--- config.mk ---
export PLATFORM = sky130hd
export DESIGN_NAME = perf_uart_reporter
export DESIGN_NICKNAME = d
export VERILOG_FILES = /design/src/rtl/perf_uart_reporter.sv
export SDC_FILE = /design/constraint.sdc
export NUM_CORES = 1
export LEC_CHECK = 0
export CAP_MARGIN = 0
export CELL_PAD_IN_SITES_DETAIL_PLACEMENT = 0
export CELL_PAD_IN_SITES_GLOBAL_PLACEMENT = 1
export CORE_MARGIN = 4
export CORE_UTILIZATION = 40
export DETAILED_ROUTE_END_ITERATION = 8
export PLACE_DENSITY = 0.8
export SYNTH_ARGS = -nofsm -noshare
export SYNTH_HDL_FRONTEND = slang
export SYNTH_SLANG_ARGS = --single-unit
--- constraint.sdc ---
create_clock -name clk -period 6 [get_ports clk]
set_clock_uncertainty 0.2 [all_clocks]
set_input_delay 1.8 -clock clk [delete_from_list [all_inputs] [get_ports clk]]
set_output_delay 1.8 -clock clk [all_outputs]
set_load 0.1 [all_outputs]
--- src/rtl/perf_uart_reporter.sv ---
// perf_uart_reporter: snapshots core performance counters and sends them as a 14-byte UART 8N1 frame
//   clk, rst_n                          : core clock, asynchronous active-low reset
//   start                               : level request, sampled only while idle
//   clk_cycles .. invalid_clk_cycles    : counters captured into the snapshot on start acceptance
//   tx                                  : UART line, idle high, LSB first
//   busy                                : high from start acceptance until the last stop bit ends
//   done                                : one-cycle pulse after the final stop bit
module perf_uart_reporter #(
    parameter int         CLKS_PER_BIT = 651,
    parameter logic [7:0] SYNC_BYTE    = 8'hA5
) (
    input  logic        clk,
    input  logic        rst_n,
    input  logic        start,
    input  logic [27:0] clk_cycles,
    input  logic [12:0] retired_instructions,
    input  logic [12:0] predictions_made,
    input  logic [12:0] correct_predictions,
    input  logic [12:0] invalid_clk_cycles,
    output logic        tx,
    output logic        busy,
    output logic        done
);
    localparam int CNT_W = $clog2(CLKS_PER_BIT);
    typedef enum logic [2:0] {IDLE, START_BIT, DATA, STOP, FIN} state_t;
    state_t           state_q, state_d;
    logic [CNT_W-1:0] baud_q, baud_d;
    logic [2:0]       bit_q, bit_d;
    logic [3:0]       idx_q, idx_d;
    logic [7:0]       chk_q, chk_d, shift_q, shift_d;
    logic [79:0]      snap_q, snap_d;
    logic             tx_q, tx_d, busy_q, busy_d, done_q, done_d;
    logic             bit_end;
    logic [95:0]      payload;
    logic [7:0]       cur_byte;
    // Bytes 1..12 of the frame, little endian, fields zero-extended
    assign payload  = {3'b0, snap_q[79:67], 3'b0, snap_q[66:54], 3'b0, snap_q[53:41],
                       3'b0, snap_q[40:28], 4'b0, snap_q[27:0]};
    assign cur_byte = idx_q == 4'd0  ? SYNC_BYTE :
                      idx_q == 4'd13 ? chk_q :
                      8'(payload >> {idx_q - 4'd1, 3'b000});
    assign bit_end  = baud_q == CNT_W'(CLKS_PER_BIT - 1);
    always_ff @(posedge clk or negedge rst_n) begin
        if (!rst_n) begin
            state_q <= IDLE;
            baud_q  <= '0;
            bit_q   <= '0;
            idx_q   <= '0;
            chk_q   <= '0;
            shift_q <= '0;
            snap_q  <= '0;
            tx_q    <= 1'b1;
            busy_q  <= 1'b0;
            done_q  <= 1'b0;
        end else begin
            state_q <= state_d;
            baud_q  <= baud_d;
            bit_q   <= bit_d;
            idx_q   <= idx_d;
            chk_q   <= chk_d;
            shift_q <= shift_d;
            snap_q  <= snap_d;
            tx_q    <= tx_d;
            busy_q  <= busy_d;
            done_q  <= done_d;
        end
    end
    always_comb begin
        state_d = state_q;
        baud_d  = '0;
        bit_d   = bit_q;
        idx_d   = idx_q;
        chk_d   = chk_q;
        shift_d = shift_q;
        snap_d  = snap_q;
        if (state_q == START_BIT || state_q == DATA || state_q == STOP)
            baud_d = bit_end ? '0 : baud_q + 1'b1;
        case (state_q)
            IDLE: if (start) begin
                state_d = START_BIT;
                idx_d   = '0;
                chk_d   = '0;
                snap_d  = {invalid_clk_cycles, correct_predictions, predictions_made,
                           retired_instructions, clk_cycles};
            end
            // Bytes are fetched at the end of their start bit; the checksum folds in B1..B12 only
            START_BIT: if (bit_end) begin
                state_d = DATA;
                bit_d   = '0;
                shift_d = cur_byte;
                chk_d   = (idx_q != 4'd0 && idx_q != 4'd13) ? chk_q ^ cur_byte : chk_q;
            end
            DATA: if (bit_end) begin
                state_d = bit_q == 3'd7 ? STOP : DATA;
                bit_d   = bit_q + 3'd1;
                shift_d = shift_q >> 1;
            end
            STOP: if (bit_end) begin
                state_d = idx_q == 4'd13 ? FIN : START_BIT;
                idx_d   = idx_q + 4'd1;
            end
            FIN:     state_d = IDLE;
            default: state_d = IDLE;
        endcase
    end
    // Outputs are registered from the next state so the line never glitches
    always_comb begin
        tx_d   = state_d == START_BIT ? 1'b0 : state_d == DATA ? shift_d[0] : 1'b1;
        busy_d = state_d == START_BIT || state_d == DATA || state_d == STOP;
        done_d = state_d == FIN;
    end
    assign tx   = tx_q;
    assign busy = busy_q;
    assign done = done_q;
endmodule

==> impl_metrics.csv, run 1 <==
group,metric,value,unit
status,outcome,"complete, no violations",
floorplanning,io_pins,86,
clock_network,h-tree-depth,4,
finish,final_core_util,51.66,%
setup_path,cp-end-kind,"output pin",
synthesis,synth.yosys.seq_area_share,50.38,%
job,maxCapViolCount,0,
synthesis,synth_nets,737,
placed_design,placed_cells,883,
placed_design,place.detailed.hpwl,9.471,mm
routing,vias_per_cell,5.137,
synthesis,synth_cells,646,
timing,tightest_slew,1.096,ns
finish,diodes,0,
hold_path,hold_start,"snap_q[4]$_DFFE_PN0P_",
setup_path,critical_path.cell_chain,"clkdlybuf4s50_1",
finish,fin_area,7508,um^2
global_route,grt_pass1_wl,23.68,mm
hold_path,min_path_cells,2,
finish,fillerInstances,1361,
setup_path,required,4.00,ns
routing,routedWlPerCell,15.34,um
finish,nets,809,
finish,fin_cells,915,
global_route,grt-ovfl-total,0,
setup_path,reg2reg_setup_slack,2.93,ns
clock_network,cts_root_buf,"clkbuf_16",
routing,wl,14.04,mm
hold_path,hold_path_end,"snap_q[4]$_DFFE_PN0P_",
timing,finalHoldViolCount,0,
routing,antenna_left,0,
floorplanning,core_area,14530,um^2
routing,first_pass_iters,5,
timing,final_max_slew_viol_count,0,
synthesis,synth_edf_count,0,
floorplanning,num_rows,44,
synthesis,synth_ff_type,"dfrtp_1",
setup_path,path_class,"reg2out",
clock_network,cts_resized,0,
global_route,grt_max_degree,91,
routing,dr.first_iter.drc_count,301,
global_route,grt.total_usage,17.86,%
clock_network,cts_tree,"built",
power,p_per_area,348.8,nW/um^2
global_route,grt_pass1_vias,4910,
global_route,antenna_found_initial,0,
routing,drc,0,
clock_network,clk_pin_slew,0.05,ns
timing,slew_headroom,26.94,%
setup_path,reg2reg_to,"tx$_DFF_PN1_",
setup_path,r2r-start,"idx_q[1]$_DFFE_PN0P_",
timing,min_period,4.040,ns
synthesis,syn_area,5913,um^2
finish,drive_above_1_share,9.576,%
finish,seqCellArea,2979,um^2
timing,rsz0062_at_grt,"false",
setup_path,path_max_fanout,1,
synthesis,async_reset_ff_share,100.0,%
clock_network,post_cts.repair.setup_buffers,0,
floorplanning,dieArea,16790,um^2
floorplanning,dieHeight,129.6,um
setup_path,r2r_cells,8,
synthesis,ys_warn_count,0,
clock_network,clockBufferDepth,2,
timing,max_clock_freq,0.2475,GHz
setup_path,start_kind,"register",
finish,syn_to_final_growth,26.98,%
setup_path,cp_slowest_stage_delay,1.12,ns
timing,holdWs,0.2679,ns
routing,vias,4700,
clock_network,cts_made_buffers,17,
timing,fin_crit_sh,67.33,%
hold_path,worstHoldPathType,"reg2reg",
placed_design,dpl-instance-area,6877,um^2
setup_path,crit_family,"buffers and inverters",
setup_path,critPathBufInv,1,
floorplanning,dieWidth,129.6,um
power,peakVddDrop,0.1951,mV
placed_design,gp_congestion,0.8266,
floorplanning,start_util,40.69,%
finish,multiInputGateArea,2755,um^2
power,p_leak,3.527,nW
synthesis,synth.distinct_cells,64,
clock_network,clkLatencyLatePin,0.41,ns
synthesis,postSynthAreaPerCell,9.154,um^2
setup_path,slowest_stage,"clkdlybuf4s50_1",
clock_network,cts_sinks,119,
synthesis,ys_seq_elements,119,
timing,tns,0,ns
clock_network,cts_hold_buf,0,
setup_path,worstPathArrival,2.04,ns
placed_design,port_buffers,85,
timing,setup-violations-final,0,
==> per-stage QoR <==
step / setup slack [ns] / total power, mW
floorplan: 2.552 / 1.383
global placement: 1.812 / 1.533
detailed placement: 1.747 / 1.557
CTS: 1.934 / 2.651
global route: 1.915 / 2.769
finish: 1.960 / 2.619
==> report_power, final <==
group / switching, mW / internal (mW) / leakage, nW
clock: 0.362 / 0.718 / 0.304
combinational: 0.225 / 0.213 / 1.71
sequential: 0.116 / 0.985 / 1.51
==> worst max path at each step <==
| stage | startpoint | to | slack, ns | cells after the start |
|---|---|---|---|---|
| final | tx$_DFF_PN1_ | tx | 1.96 | 1 |
| after global routing | tx$_DFF_PN1_ | tx | 1.91 | 1 |
| after CTS | tx$_DFF_PN1_ | tx | 1.93 | 1 |
| after detailed placement | start | tx$_DFF_PN1_ | 1.75 | 6 |
| after global placement | start | tx$_DFF_PN1_ | 1.81 | 6 |
| after floorplan | start | chk_q[1]$_DFFE_PN0P_ | 2.55 | 6 |
==> tightest hold or removal path, stage by stage (launching register included) <==
cell	delay [ns]
dfrtp_1	0.33
nand2_1	0.05
nand2_1	0.05
==> synth_stat cells (3+ instances only) <==
cell type | count | share of area, %
mux2i_1 | 5 | 0.85
buf_1 | 10 | 0.63
clkbuf_1 | 15 | 0.95
buf_4 | 3 | 0.38
xor2_1 | 7 | 1.0
a211oi_1 | 5 | 0.63
dfrtp_1 | 118 | 50
and3_1 | 7 | 0.74
buf_2 | 9 | 0.76
o21ai_0 | 16 | 1.4
nand4_1 | 4 | 0.42
or4_1 | 3 | 0.38
and2_1 | 4 | 0.42
mux2_2 | 4 | 0.76
mux4_2 | 14 | 5.3
a21oi_1 | 14 | 1.2
nor2_1 | 30 | 1.9
a211o_1 | 3 | 0.44
nand2_1 | 265 | 17
nand3_1 | 19 | 1.6
a31oi_1 | 5 | 0.53
inv_1 | 7 | 0.44
or3b_1 | 3 | 0.44
a22o_1 | 4 | 0.59
a22oi_1 | 4 | 0.51
xnor2_1 | 6 | 0.89
a221oi_1 | 4 | 0.59
nor3_1 | 6 | 0.51
ha_1 | 8 | 1.7
or3_1 | 3 | 0.32
==> state kept, by name (all words and copies together) (netlist names) <==
name,count
tx,1
idx_q,4
bit_q,3
shift_q,8
state_q,3
chk_q,8
busy,1
snap_q,80
done,1
baud_q,10
==> kinds of logic (layout without fill, tap and decap cells) <==
| kind of cell | Yosys count | after routing | synth area share, % |
|---|---|---|---|
| adders and majority gates | 8 | 8 | 1.693 |
| AOI/OAI and AO/OA | 74 | 74 | 8.972 |
| DFF | 119 | 119 | 50.38 |
| and+or+nand+nor | 364 | 364 | 26.64 |
| buffers and inverters | 44 | 129 | 3.174 |
| xor gates and xnor gates | 14 | 14 | 2.201 |
| muxes | 23 | 23 | 6.940 |
==> layer usage <==
| layer | share of wire [%] | vias up | track usage (%) |
|---|---|---|---|
| li1 | - | 2319 | - |
| met1 | 46 | 2266 | 23.09 |
| met2 | 49 | 104 | 29.60 |
| met3 | 4.0 | 11 | 5.359 |
| met4 | 0.92 | 0 | 4.401 |
| met5 | 0 | - | 0 |
==> cells in the final DEF (no fill, tap or decap), types with 4 or more instances in the layout <==
cell type,instances
o21ai_0,16
a21oi_1,14
nand3_1,19
a22o_1,4
mux4_2,14
inv_1,7
dfrtp_1,118
and2_1,4
nand4_1,4
ha_1,8
mux2i_1,5
and3_1,7
bufinv_16,4
a31oi_1,5
a22oi_1,4
a211oi_1,5
nand2_1,265
buf_4,6
clkdlybuf4s50_1,84
clkbuf_16,17
nor2_1,30
mux2_2,4
a221oi_1,4
xnor2_1,6
nor3_1,6
xor2_1,7
==> final cells by class <==
cell class	count	area share [%]
Tap cell	184	3.066
Multi-Input combinational cell	483	36.69
Timing Repair Buffer	90	11.80
Clock buffer	21	6.132
Clock inverter	11	2.283
Sequential cell	119	39.68
Inverter	7	0.3499
Note: power is estimated with default switching activity, not from simulation.
==> inputs of run 2 (changes only) <==
- CORE_UTILIZATION: 40 -> 38
- clock period: 6 -> 3.7 ns (I/O delays scaled with it)
==> impl_metrics.csv, run 2 (synthesis results as in run 1) <==
group,metric,value,unit
placed_design,port_buffers,85,
routing,wl,14.09,mm
routing,dr.first_iter.drc_count,254,
global_route,grt_pass1_wl,24.03,mm
power,p_leak,3.524,nW
finish,diodes,0,
floorplanning,dieArea,17620,um^2
timing,finalHoldViolCount,0,
global_route,grt.total_usage,16.99,%
setup_path,worstSetupStartpoint,"idx_q[1]$_DFFE_PN0P_",
clock_network,cts_hold_buf,0,
routing,vias_per_cell,5.176,
setup_path,critical_path.cell_chain,"inv_1, ha_1, buf_12, mux4_2, a22o_1, a21oi_1, a211oi_1, or3b_1",
routing,vias,4762,
global_route,grt_max_degree,90,
timing,setup-violations-final,0,
timing,final_max_slew_viol_count,0,
setup_path,critPathBufInv,2,
floorplanning,num_rows,45,
timing,tightest_slew,0.8882,ns
clock_network,h-tree-depth,4,
clock_network,cts_resized,0,
power,p_per_area,545.6,nW/um^2
finish,drive_above_1_share,10.25,%
timing,rsz0062_at_grt,"false",
routing,drc,0,
floorplanning,io_pins,86,
floorplanning,start_util,38.90,%
setup_path,path_class,"reg2reg",
global_route,grt_pass1_vias,5006,
finish,fin_area,7492,um^2
finish,top_regs,"snap_q x80, baud_q x10",
power,peakVddDrop,0.3921,mV
routing,routedWlPerCell,15.31,um
finish,largest_register_ffs,80,
hold_path,hold_start,"snap_q[44]$_DFFE_PN0P_",
setup_path,path_max_fanout,19,
finish,syn_to_final_growth,26.70,%
finish,final_cell_mix,"265 x nand2_1, 118 x dfrtp_1, 81 x clkdlybuf4s50_1",
routing,first_pass_iters,5,
routing,antenna_left,0,
setup_path,cp-end-kind,"register",
setup_path,required,3.83,ns
timing,holdWs,0.2688,ns
floorplanning,core_area,15200,um^2
finish,final_common_cell,"nand2_1",
hold_path,worstHoldPathType,"reg2reg",
clock_network,clk_pin_slew,0.05,ns
clock_network,post_cts.repair.setup_buffers,0,
placed_design,dpl-instance-area,6919,um^2
timing,slew_headroom,40.66,%
setup_path,r2r-start,"idx_q[1]$_DFFE_PN0P_",
finish,nets,810,
clock_network,cts_sinks,119,
clock_network,clockBufferDepth,2,
setup_path,slowest_stage,"ha_1",
placed_design,gp_congestion,0.7953,
setup_path,start_kind,"register",
placed_design,place.detailed.hpwl,9.678,mm
global_route,grt-ovfl-total,0,
timing,fin_crit_sh,84.26,%
timing,max_clock_freq,0.3208,GHz
clock_network,clkLatencyLatePin,0.42,ns
timing,min_period,3.117,ns
clock_network,cts_root_buf,"clkbuf_16",
floorplanning,dieHeight,132.7,um
setup_path,worstPathArrival,3.25,ns
setup_path,cp_slowest_stage_delay,0.54,ns
job,maxCapViolCount,0,
timing,tns,0,ns
status,outcome,"complete, no violations",
finish,fillerInstances,1441,
setup_path,crit_family,"compound AO/OA/AOI/OAI gates",
clock_network,cts_made_buffers,17,
clock_network,cts_tree,"built",
global_route,antenna_found_initial,0,
finish,largest-register,"snap_q",
floorplanning,dieWidth,132.7,um
run 2: cell count changes in the layout (fill, tap and decap cells not counted), sizes merged:
cell / previous run / this run
clkdlybuf4s50: 84 / 81
bufinv: 4 / 2
clkbuf: 21 / 19
clkinv: 4 / 7
clkinvlp: 2 / 3
buf: 6 / 10
run 2: per-stage QoR:
step / power (mW) / utilization [%] / cells / setup WS [ns]
6_report: 4.088 / 49.28 / 920 / 0.5825
5_1_grt: 4.321 / 49.28 / 920 / 0.4236
4_1_cts: 4.142 / 49.28 / 920 / 0.5968
3_5_place_dp: 2.532 / 45.51 / 888 / 0.3861
3_3_place_gp: 2.490 / 45.51 / 888 / 0.4419
2_1_floorplan: 2.242 / - / 646 / 0.6074
run 2: cell type report:
class | count | area [um^2] | area share, %
well taps | 188 | 235.2 | 3.140
repair buffers | 91 | 923.4 | 12.32
flip-flops and latches | 119 | 2979 | 39.76
inverters | 7 | 26.28 | 0.3507
clock inverters | 13 | 130.1 | 1.737
clock buffers | 19 | 442.9 | 5.912
multi-input cells | 483 | 2755 | 36.77
run 2: worst register-to-register path: stages, from the launching register on:
cell and delay, ns:
dfrtp_1 0.51, inv_1 0.13, ha_1 0.54, buf_12 0.23, mux4_2 0.33, a22o_1 0.22
a21oi_1 0.28, a211oi_1 0.19, or3b_1 0.40
run 2: metal layers:
| layer | routed length [um] | vias to the layer above | track usage (%) |
|---|---|---|---|
| li1 | - | 2322 | - |
| met1 | 6333 | 2308 | 21.25 |
| met2 | 6931 | 107 | 28.19 |
| met3 | 573 | 25 | 4.259 |
| met4 | 249 | 0 | 6.986 |
| met5 | 0 | - | 0 |
run 2: power breakdown:
| part | switching (mW) | leakage, nW | internal (mW) |
|---|---|---|---|
| sequential | 0.190 | 1.51 | 1.60 |
| combinational | 0.372 | 1.74 | 0.351 |
| clock | 0.576 | 0.279 | 1.00 |
run 2: worst paths after layout:
check	endpoint	slack, ns	depth (start not counted)
hold / removal	snap_q[44]$_DFFE_PN0P_	0.27	2
hold reg to reg	snap_q[44]$_DFFE_PN0P_	0.27	2
setup / recovery	tx$_DFF_PN1_	0.58	8
min in group asynchronous	bit_q[0]$_DFFE_PN0P_	0.39	1
setup reg to reg	tx$_DFF_PN1_	0.58	8
max in group asynchronous	snap_q[13]$_DFFE_PN0P_	2.15	2
